[config.mk]
export PLATFORM = sky130hd
export DESIGN_NAME = counter_non_recycling
export DESIGN_NICKNAME = d
export VERILOG_FILES = /design/src/rtl/counter_non_recycling.sv
export SDC_FILE = /design/constraint.sdc
export NUM_CORES = 1
export LEC_CHECK = 0
export ABC_AREA = 1
export ABC_CLOCK_PERIOD_IN_PS = 2200
export CORE_AREA = 2 2 39 41
export DETAILED_ROUTE_END_ITERATION = 8
export DIE_AREA = 0 0 41 43
export GPL_ROUTABILITY_DRIVEN = 0
export GPL_TIMING_DRIVEN = 0
export PLACE_DENSITY = 0.43
export SLEW_MARGIN = 20
export SYNTH_ARGS = -nofsm -noshare
export SYNTH_HDL_FRONTEND = slang
export SYNTH_SLANG_ARGS = --single-unit
export TNS_END_PERCENT = 1
[constraint.sdc]
create_clock -name clk -period 2.2 [get_ports clk]
set_input_delay 0.33 -clock clk [delete_from_list [all_inputs] [get_ports clk]]
set_output_delay 0.33 -clock clk [all_outputs]
set_load 0.02 [all_outputs]
[src/rtl/counter_non_recycling.sv]
// Saturating up-counter for the microwave timer input path: counts 0..MAX_COUNT,
// holds at the terminal value, and only the synchronous reset returns it to 0.
module counter_non_recycling #(
    parameter int WIDTH      = 4,
    parameter int MAX_COUNT  = 9,
    parameter int INIT_VALUE = 0
) (
    input  logic             clk,
    input  logic             rst,
    output logic [WIDTH-1:0] q,
    output logic             tc
);

    localparam logic [WIDTH-1:0] MAX_Q  = WIDTH'(MAX_COUNT);
    localparam logic [WIDTH-1:0] INIT_Q = WIDTH'(INIT_VALUE);
    localparam logic [WIDTH-1:0] ONE_Q  = WIDTH'(1);

    // Power-up value is for simulation only; hardware relies on rst.
    logic [WIDTH-1:0] q_reg = INIT_Q;
    logic [WIDTH-1:0] q_next;

    // Above-terminal values can only come from an uninitialised register, so
    // they recover to 0 rather than being allowed to count further.
    always_comb begin
        q_next = q_reg;
        if (q_reg < MAX_Q) begin
            q_next = q_reg + ONE_Q;
        end else if (q_reg > MAX_Q) begin
            q_next = '0;
        end
    end

    always_ff @(posedge clk) begin
        if (rst) begin
            q_reg <= '0;
        end else begin
            q_reg <= q_next;
        end
    end

    assign q  = q_reg;
    assign tc = (q_reg == MAX_Q);

endmodule

* Word-level counts from Yosys, hierarchy flattened
Cells that the tools add are included.
Storage, ports and cells: register bits after elaboration 4, latch bits 0, RAM bits 0, memory bits (read-only) 0, input port bits 2, output and inout port bits 5, word-level logic and storage cells 8, memories kept 0
Cells by class: add/subtract/negate cells 1, multipliers 0, divide/modulo/power cells 0, $lt $le $gt $ge 2, equal/unequal tests 1, shifts and indexed selects 0, muxes and demuxes 2, bitwise logic cells 0, reductions and logical operators 1
Operators with widths (number):
- $mux W4 | 2
- $add A4 B1 Y4 const B | 1
- $eq A4 B4 Y1 const B | 1
- $gt A4 B4 Y1 const B | 1
- $lt A4 B4 Y1 const B | 1
- $reduce_bool A2 Y1 | 1

* Depth between registers and ports, before layout
depth after elaboration 3, gate-level depth with buffers 8, mapped depth without buffers 8

* Worst setup path before layout
OpenSTA, ideal clock, no wires.
path type reg-to-output, start register q_reg[0], in the netlist q[0], end output tc, arrival 0.981 ns, required time 1.870 ns, setup slack 0.889 ns, stages on the path, launching flop included 4, buffers on the path 0, path through dfxtp_1 > ha_1 > nand2_1 > nor2_2
On the way: word-level cells in the longest chain between the ends 1
RTL lines:
- from (decl) | line 19 | logic [WIDTH-1:0] q_reg = INIT_Q;
- from (signal assigned) | line 37 | q_reg <= q_next;
- $eq A4 B4 Y1 | line 42 | assign tc = (q_reg == MAX_Q);
- to (decl) | line 11 | output logic tc
Every way passes these cells.

* Worst setup path after layout
Same ends and word-level chain as after synthesis.

==> out/qor.yml <==
cells_and_area:
  final_cell_mix: "sky130_fd_sc_hd__inv_1 (7), sky130_fd_sc_hd__clkdlybuf4s50_1 (6), sky130_fd_sc_hd__nand2_1 (5)"
  fin_area_um2: 340
  antenna_cells_inserted: 0
  area_delta_synth_final_pct: 43.2
  largest_register_ff_count: 4
  numnets_final: 48
  leading_cell_type_in_the_layout_fill_and_taps_excluded: "sky130_fd_sc_hd__inv_1"
  n_fill_cell: 152
  drive_above_1_share_pct: 14.6
routing:
  detailedRoute.firstPassIterationCount: 3
  initialDrtViolationCount: 9
  route.antenna.remaining_nets: 0
  num_vias: 228
  route.final.wire_length_um: 472
  residual_drc_count: 0
  route.detailed.vias_per_inst: 4.00
  route.detailed.wl_per_inst_um: 8.28
grt:
  antenna_violations_before_repair: 0
  grt_overflow_total: 0
  grt_pass1_vias: 230
  grt_max_degree: 7
  grt_use_total_pct: 7.93
  grt_first_pass_wirelength_um: 890
worst_setup_path:
  worstPathRequired_ps: 1870
  worst_setup_path_start_kind: "register"
  r2r_start: "q[0]"
  setup.worst_path.class: "register to output pin"
  startpoint: "q[0]"
  timing.critical_path.cells: "ha_1, nand2_1, nor2_2, clkdlybuf4s50_1"
  worst_path_dominant_cell_family: "buffers and inverters"
  cp_num_buf_inv: 1
  timing.critical_path.slowest_cell_delay_ps: 630
  cp_data_arrival_time_ps: 1640
  r2r_setup_slack_ps: 990
  cp_slowest_cell: "sky130_fd_sc_hd__clkdlybuf4s50_1"
  critical_path_peak_fanout: 5
  crit_path_end_kind: "output pin"
yosys:
  yosysTopAreaCell: "sky130_fd_sc_hd__dfxtp_1"
  synth_sequential_area_ratio_pct: 33.7
  syn-instance-count: 32
  post-synth-top-area-fraction_pct: 33.7
  synth.lib_cells_used.distinct: 15
  synth-seq-cells: 4
  number_of_synthesis_warnings: 0
  syn_area_um2: 238
  synth.avg_cell_area_um2: 7.43
  synth.area.top_cells: "sky130_fd_sc_hd__dfxtp_1 (34%), sky130_fd_sc_hd__ha_1 (16%), sky130_fd_sc_hd__inv_1 (11%)"
  mappedNetlistNets: 37
cts:
  cts_hold_buf: 0
  cts.repair.resized: 0
  tritoncts_num_sinks: 4
  post_cts_buffers: 0
  clkLatencyLatePin_ps: 230
  clock-root-buffer: "sky130_fd_sc_hd__clkbuf_4"
  clk_transition_reported_paths_ps: 40
  cts_inserted_buffers: 3
  cts_tree: "done"
  ctsLongestPathBuffers: 2
  clock_tree.htree_level_count: 1
pwr:
  power.ir.vdd_worst_v: 0.000128
  leakagePower_nw: 0.148
  power.density_cell_area_nw_per_um2: 620
floorplan:
  design.die.area_um2: 1760
  die_height_um: 43
  die_width_um: 41
  rows: 14
  coreArea_um2: 1380
  initial_utilization_pct: 17.2
  pin_count: 7
placed_design:
  buffer_ports.inserted: 6
  placed_area_um2: 318
  hpwlAfterDp_um: 379
timing:
  clock.fmax_ghz: 0.507
  max_slew.worst_pin.slew_ps: 233
  setup_tns_ps: 0
  relSlewSlack_pct: 84.4
  total_count_of_hold_check_failures_in_the_final_report: 0
  grt_setup_unrepaired: "no"
  final_worst_clock_skew_ps: 0.730
  finalSetupViolCount: 0
  timing.final.max_slew_violations: 0
  post-route-min-period_ps: 1970
  period_utilization_post_route_pct: 89.6
status:
  run_status: "finished clean"
min_path:
  min_path_type: "register to register"
  worstHoldStart: "q[1]"
flow_run:
  maxCapViolations: 0
## per-stage QoR
step	cells	worst slack, ps	power (mW)	hold WS (ps)	util, %
4_1_cts	57	202	0.215	524	24.6
2_1_floorplan	32	889	0.108	407	-
6_report	57	229	0.211	523	24.6
5_1_grt	57	109	0.232	570	24.6
3_3_place_gp	54	460	0.124	519	23.0
3_5_place_dp	54	454	0.124	522	23.0
## Yosys cell counts, drive strengths merged
| cell type | count |
|---|---|
| dfxtp | 4 |
| ha | 3 |
| inv | 7 |
| xnor2 | 1 |
| nor3 | 1 |
| a21oi | 2 |
| nand4 | 1 |
| o21ai | 2 |
| nand3 | 3 |
| nand2 | 6 |
| nor2 | 2 |
## per-layer routing
metal / global-route usage, % / wire length [µm] / vias up
li1: - / - / 120
met1: 9.65 / 222 / 99
met2: 9.69 / 216 / 7
met3: 1.57 / 17 / 2
met4: 10.0 / 15 / 0
met5: 0 / 0 / -
## power by group
group	internal (mW)	switching [mW]
combinational	0.0169	0.0203
clock	0.0609	0.0279
sequential	0.0778	0.00726
## worst reg2reg max path, stage by stage, from the launching register on
cell	delay (ps)
sky130_fd_sc_hd__dfxtp_1	410
sky130_fd_sc_hd__inv_1	110
sky130_fd_sc_hd__ha_1	250
sky130_fd_sc_hd__a21oi_2	180
sky130_fd_sc_hd__nand2_1	60
sky130_fd_sc_hd__nand2_1	60
sky130_fd_sc_hd__nor2_1	30
## cell type report
cell class	count	area, µm²	share of cell area (%)
Tap cell	16	20.0	5.88
Timing Repair Buffer	6	60.1	17.6
Sequential cell	4	80.1	23.5
Clock buffer	3	22.5	6.62
Multi-Input combinational cell	21	131	38.6
Inverter	7	26.3	7.72
## final timing paths
kind          end  cells past startpoint
max reg2reg  q[0]                      6
max            tc                      4
min reg2reg  q[1]                      2
min          q[1]                      2
## kinds of logic (layout without fill, tap and decap cells)
family / after synthesis / after routing / synth area share [%]
compound gates: 4 / 4 / 9.99
xor+xnor: 1 / 1 / 3.68
fa+ha+maj: 3 / 3 / 15.8
buf+inv: 7 / 16 / 11.1
flops: 4 / 4 / 33.7
simple gates: 13 / 13 / 25.8
Note: power is estimated with default switching activity, not from simulation.
